$ cat src/rtl/p2s_lane_scheduler_if.sv
// Request-side byte lanes and nibble-stream handshake of the lane scheduler.
// master drives requests and downstream ready; slave is the scheduler itself.
interface p2s_lane_scheduler_if;
    logic [7:0] D0;
    logic [7:0] D1;
    logic [7:0] D2;
    logic [7:0] D3;
    logic [3:0] req_valid;
    logic [3:0] req_ready;
    logic       out_ready;
    logic       out_valid;
    logic [3:0] data_out;
    logic [1:0] lane_id;
    logic [7:0] byte_cnt;

    modport master (
        output D0, D1, D2, D3, req_valid, out_ready,
        input  req_ready, out_valid, data_out, lane_id, byte_cnt
    );

    modport slave (
        input  D0, D1, D2, D3, req_valid, out_ready,
        output req_ready, out_valid, data_out, lane_id, byte_cnt
    );
endinterface

$ cat src/rtl/p2s_lane_scheduler.sv
// Round-robin picks one of four byte lanes and serialises the byte as two nibbles, high first.
// Latency: grant is combinational; high nibble appears the cycle after grant, 2 cycles/byte back-to-back.
// Backpressure: out_ready=0 or ENB=0 holds the current nibble and blocks new grants.
module p2s_lane_scheduler (
    input  logic                    CLK,
    input  logic                    reset,
    input  logic                    ENB,
    p2s_lane_scheduler_if.slave     bus
);

    typedef enum logic [1:0] {
        IDLE = 2'd0,
        HI   = 2'd1,
        LO   = 2'd2
    } state_t;

    state_t     r_state;
    state_t     w_next_state;
    logic [1:0] r_rr_ptr;
    logic [7:0] r_buf;
    logic [1:0] r_lane_id;
    logic [7:0] r_byte_cnt;

    logic [7:0] w_dbl;
    logic [3:0] w_rot;
    logic [1:0] w_offset;
    logic [1:0] w_grant;
    logic       w_grant_vld;
    logic [7:0] w_grant_dat;
    logic       w_take;
    logic       w_done;
    logic [3:0] w_data_out;

    // Rotating the request vector by rr_ptr turns round-robin into a fixed lowest-bit priority.
    assign w_dbl       = {bus.req_valid, bus.req_valid} >> r_rr_ptr;
    assign w_rot       = w_dbl[3:0];
    assign w_grant_vld = |bus.req_valid;
    assign w_grant     = r_rr_ptr + w_offset;

    always_comb begin
        w_offset = 2'd3;
        if (w_rot[0])      w_offset = 2'd0;
        else if (w_rot[1]) w_offset = 2'd1;
        else if (w_rot[2]) w_offset = 2'd2;
    end

    always_comb begin
        w_grant_dat = bus.D0;
        case (w_grant)
            2'd0: w_grant_dat = bus.D0;
            2'd1: w_grant_dat = bus.D1;
            2'd2: w_grant_dat = bus.D2;
            2'd3: w_grant_dat = bus.D3;
            default: w_grant_dat = bus.D0;
        endcase
    end

    always_comb begin
        w_next_state = r_state;
        w_take       = 1'b0;
        w_done       = 1'b0;
        case (r_state)
            IDLE: begin
                if (ENB && w_grant_vld) begin
                    w_take       = 1'b1;
                    w_next_state = HI;
                end
            end
            HI: begin
                if (ENB && bus.out_ready) w_next_state = LO;
            end
            LO: begin
                if (ENB && bus.out_ready) begin
                    w_done = 1'b1;
                    if (w_grant_vld) begin
                        w_take       = 1'b1;
                        w_next_state = HI;
                    end else begin
                        w_next_state = IDLE;
                    end
                end
            end
            default: w_next_state = IDLE;
        endcase
    end

    always_ff @(posedge CLK) begin
        if (reset) begin
            r_state    <= IDLE;
            r_rr_ptr   <= 2'd0;
            r_buf      <= 8'd0;
            r_lane_id  <= 2'd0;
            r_byte_cnt <= 8'd0;
        end else begin
            r_state <= w_next_state;
            if (w_take) begin
                r_buf     <= w_grant_dat;
                r_lane_id <= w_grant;
                r_rr_ptr  <= w_grant + 2'd1;
            end
            if (w_done) r_byte_cnt <= r_byte_cnt + 8'd1;
        end
    end

    always_comb begin
        w_data_out = 4'd0;
        case (r_state)
            HI:      w_data_out = r_buf[7:4];
            LO:      w_data_out = r_buf[3:0];
            default: w_data_out = 4'd0;
        endcase
    end

    assign bus.req_ready = (w_take && !reset) ? (4'b0001 << w_grant) : 4'b0000;
    assign bus.out_valid = ENB && (r_state != IDLE);
    assign bus.data_out  = w_data_out;
    assign bus.lane_id   = r_lane_id;
    assign bus.byte_cnt  = r_byte_cnt;

endmodule

$ cat src/flat_wrapper.sv
// flat-port wrapper written by rule: the top's interface ports become plain ports
module p2s_lane_scheduler_flat 
  (CLK, reset, ENB, bus_D0, bus_D1, bus_D2, bus_D3, bus_req_valid, bus_out_ready, bus_req_ready, bus_out_valid, bus_data_out, bus_lane_id, bus_byte_cnt);
  p2s_lane_scheduler_if bus_i ();
  input  logic CLK;
  input  logic reset;
  input  logic ENB;
  input wire logic [$bits(bus_i.D0)-1:0] bus_D0;
  input wire logic [$bits(bus_i.D1)-1:0] bus_D1;
  input wire logic [$bits(bus_i.D2)-1:0] bus_D2;
  input wire logic [$bits(bus_i.D3)-1:0] bus_D3;
  input wire logic [$bits(bus_i.req_valid)-1:0] bus_req_valid;
  input wire logic [$bits(bus_i.out_ready)-1:0] bus_out_ready;
  output wire logic [$bits(bus_i.req_ready)-1:0] bus_req_ready;
  output wire logic [$bits(bus_i.out_valid)-1:0] bus_out_valid;
  output wire logic [$bits(bus_i.data_out)-1:0] bus_data_out;
  output wire logic [$bits(bus_i.lane_id)-1:0] bus_lane_id;
  output wire logic [$bits(bus_i.byte_cnt)-1:0] bus_byte_cnt;
  assign bus_i.D0 = bus_D0;
  assign bus_i.D1 = bus_D1;
  assign bus_i.D2 = bus_D2;
  assign bus_i.D3 = bus_D3;
  assign bus_i.req_valid = bus_req_valid;
  assign bus_i.out_ready = bus_out_ready;
  assign bus_req_ready = bus_i.req_ready;
  assign bus_out_valid = bus_i.out_valid;
  assign bus_data_out = bus_i.data_out;
  assign bus_lane_id = bus_i.lane_id;
  assign bus_byte_cnt = bus_i.byte_cnt;
  p2s_lane_scheduler u_core (.CLK(CLK), .reset(reset), .ENB(ENB), .bus(bus_i));
endmodule
$ cat config.mk
export PLATFORM = sky130hd
export DESIGN_NAME = p2s_lane_scheduler_flat
export DESIGN_NICKNAME = d
export VERILOG_FILES = /design/src/rtl/p2s_lane_scheduler_if.sv /design/src/rtl/p2s_lane_scheduler.sv /design/src/flat_wrapper.sv
export SDC_FILE = /design/constraint.sdc
export NUM_CORES = 1
export LEC_CHECK = 0
export ABC_AREA = 1
export CAP_MARGIN = 25
export CORE_MARGIN = 3
export CORE_UTILIZATION = 40
export CTS_BUF_LIST = sky130_fd_sc_hd__clkbuf_16
export DETAILED_ROUTE_END_ITERATION = 8
export PLACE_DENSITY = 0.77
export REMOVE_ABC_BUFFERS = 1
export SYNTH_ARGS = -nofsm -noshare
export SYNTH_HDL_FRONTEND = slang
export SYNTH_SLANG_ARGS = --single-unit
$ cat constraint.sdc
create_clock -name CLK -period 2.65 [get_ports CLK]
set_clock_uncertainty 0.2 [all_clocks]
set_input_delay 0.53 -clock CLK [delete_from_list [all_inputs] [get_ports CLK]]
set_output_delay 0.53 -clock CLK [all_outputs]
set_load 0.02 [all_outputs]
==> metrics.csv <==
metric,value,unit
die_area,0.004645,mm2
diodes,0,
switchingPower,1.264,mW
finalHoldViolCount,0,
rows,21,
vias,1765,
clock_latency,0.25,ns
synth_largest_area_cell,dfxtp_1,
comb_power_share,70.9,%
cp_cell_sequence,buf_6 > buf_4 > buf_4 > buf_4 > ha_4 > nand3_2 > nand2_4 > buf_4 > nor3_1 > buf_2,
clockPowerShare,11.2,%
switching_share,44.76,%
wl_per_cell,12.57,um
rsz0062_at_grt,yes,
cts_tree,done,
total_leakage_power,1.184,nW
routed_via_density,4.944,
drv_slew,0,
htree_num_levels,1,
root_buffer,clkbuf_16,
core,0.003521,mm2
start_util,43.89,%
fin_crit,2.678,ns
nNetsFinal,361,
synth_top_area_share,28.50,%
syn_inst,222,
cp-end-kind,output pin,
dr.pass1.iters,4,
grtUsageTotal,20.42,%
grt_pass1_wl,7300,um
layout_common_cells,"clkdlybuf4s50_1 (45), nand2_1 (41), buf_4 (37)",
cpPeakStageDelay,0.38,ns
die_w,68.16,um
io_pins,59,
die-height,68.16,um
power,2.825,mW
grt_pass1_vias,1704,
drv_cap,0,
ys_seq_area_share,28.50,%
antenna_left,0,
violations,negative setup slack,
critical_path_class,reg2out,
slew_headroom,82.39,%
layout_setup_ws,-0.02836,ns
crit_arrival,1.95,ns
drc_errors,0,
ys.warnings.count,0,
netlist_area,0.001545,mm2
postPlaceCellArea,0.002311,mm2
routed_wl,4488,um
setup_viol,2,
dp_hpwl,3259,um
fmax,0.3734,GHz
required,1.92,ns
antenna_found_initial,0,
synth_top_cells_by_area,"dfxtp_1 (29%), nand2_1 (11%), a21oi_1 (7.8%)",
routabilityCongestion,0.7787,
drive_above_1_share,30.87,%
min_path_type,reg2reg,
ys_types,31,
start_kind,flip-flop,
p_seq_share,17.9,%
status,"complete, but fails checks",
fin_crit_sh,101.1,%
syn_avg_cell_area,6.961,um2
tightest_slew,0.2614,ns
io_buffers,58,
clockBufferDepth,2,
irDropWorstVdd,781.1,uV
grt_max_degree,20,
cp_max_fo,6,
cts.sinks,22,
final.fill_count,289,
post-route-cell-area,0.002564,mm2
p_int,1.560,mW
drt_iter0_markers,71,
powerDensity,1102,mW/mm2
crit_slowest_cell,dfxtp_4,
syn2layout_area_growth,65.91,%
ys_ff_latch,22,
numCtsBuffers,3,
final_common_cell,clkdlybuf4s50_1,
crit_path_frequent_cell,buf_4,
clkTransAtPathRegs,0.06,ns
cts_hold_buffers,0,
overflow,0,
[routing by layer]
| metal | wire length, um | global-route usage (%) |
|---|---|---|
| met1 | 2011 | 25.87 |
| met2 | 2240 | 36.58 |
| met3 | 202 | 3.448 |
| met4 | 34 | 3.226 |
| met5 | 0 | 0 |
[critical path: cells and delay by family, from the launching register on]
family / cells / cell delay, ns
fa+ha+maj: 1 / 0.16
buf+inv: 6 / 0.86
flops: 1 / 0.38
simple gates: 3 / 0.29
[Yosys cell counts (all sizes together)]
cell / n
a21oi: 31
a22o: 8
and3: 2
buf: 6
clkbuf: 3
dfxtp: 22
ha: 9
inv: 33
nand2: 50
nand3: 14
nand4: 1
nor2: 13
nor3: 6
nor3b: 1
o211ai: 1
o21a: 1
o21ai: 20
o22ai: 1
[state kept, by name, indices dropped and copies added (netlist names)]
register	flops
u_core.bus.byte_cnt	8
u_core.bus.lane_id	2
u_core.r_buf	8
u_core.r_rr_ptr	2
u_core.r_state	2
[logic make-up (layout without fill, tap and decap cells)]
| logic type | after synthesis | in the layout | synth area share, % |
|---|---|---|---|
| adders and majority gates | 9 | 9 | 7.288 |
| and+or+nand+nor | 87 | 87 | 27.85 |
| DFF | 22 | 22 | 28.50 |
| buffers and inverters | 42 | 131 | 11.74 |
| AOI/OAI and AO/OA | 62 | 62 | 24.62 |
[area by class of cell]
cell class	instances	area [um2]	area share, %
Inverter	33	126.4	4.929
Tap cell	46	57.56	2.245
Clock buffer	3	75.07	2.928
Clock inverter	1	3.754	0.1464
Multi-Input combinational cell	158	1011	39.43
Sequential cell	22	445.4	17.37
Timing Repair Buffer	94	844.6	32.94
[final timing paths]
| check | from | endpoint | slack, ns | cells past startpoint |
|---|---|---|---|---|
| worst max-delay path | u_core.r_rr_ptr[0] | bus_req_ready[0] | -0.03 | 10 |
| worst min register to register | u_core.bus.byte_cnt[6] | u_core.bus.byte_cnt[6] | 0.31 | 2 |
| worst min-delay path | u_core.bus.byte_cnt[6] | u_core.bus.byte_cnt[6] | 0.31 | 2 |
| worst max register to register | u_core.r_rr_ptr[0] | u_core.r_buf[3] | 0.14 | 15 |
[metrics by stage]
| stage | instances | hold slack, ns | worst slack, ns | util [%] | TNS [ns] |
|---|---|---|---|---|---|
| 2_1_floorplan | 213 | 0.2916 | -0.2600 | - | -0.7160 |
| 3_3_place_gp | 340 | 0.2780 | -0.8651 | 65.64 | -6.031 |
| 3_5_place_dp | 340 | 0.2948 | -0.9319 | 65.64 | -6.695 |
| 4_1_cts | 355 | 0.3041 | -0.009286 | 71.54 | -0.01308 |
| 5_1_grt | 357 | 0.3242 | -0.1236 | 72.81 | -0.4150 |
| 6_report | 357 | 0.3051 | -0.02836 | 72.81 | -0.03647 |
[repair_timing]
| action | CTS | global route |
|---|---|---|
| pin swaps | 14 | 5 |
| resized for setup | 62 | 9 |
| cloned | 0 | 0 |
| setup endpoints to repair | 12 | 11 |
| hold endpoints to repair | 0 | 0 |
| setup buffers | 12 | 2 |
[power groups by stage]
| stage | sequential [mW] | combinational [mW] | clock [mW] |
|---|---|---|---|
| after global placement | 0.486 | 1.71 | 0 |
| after floorplan | 0.503 | 1.05 | 0 |
| after CTS | 0.501 | 1.93 | 0.327 |
| after detailed placement | 0.490 | 1.72 | 0 |
| after global routing | 0.513 | 2.21 | 0.334 |
| final | 0.505 | 2.00 | 0.318 |
Note: power is estimated with default switching activity, not from simulation.
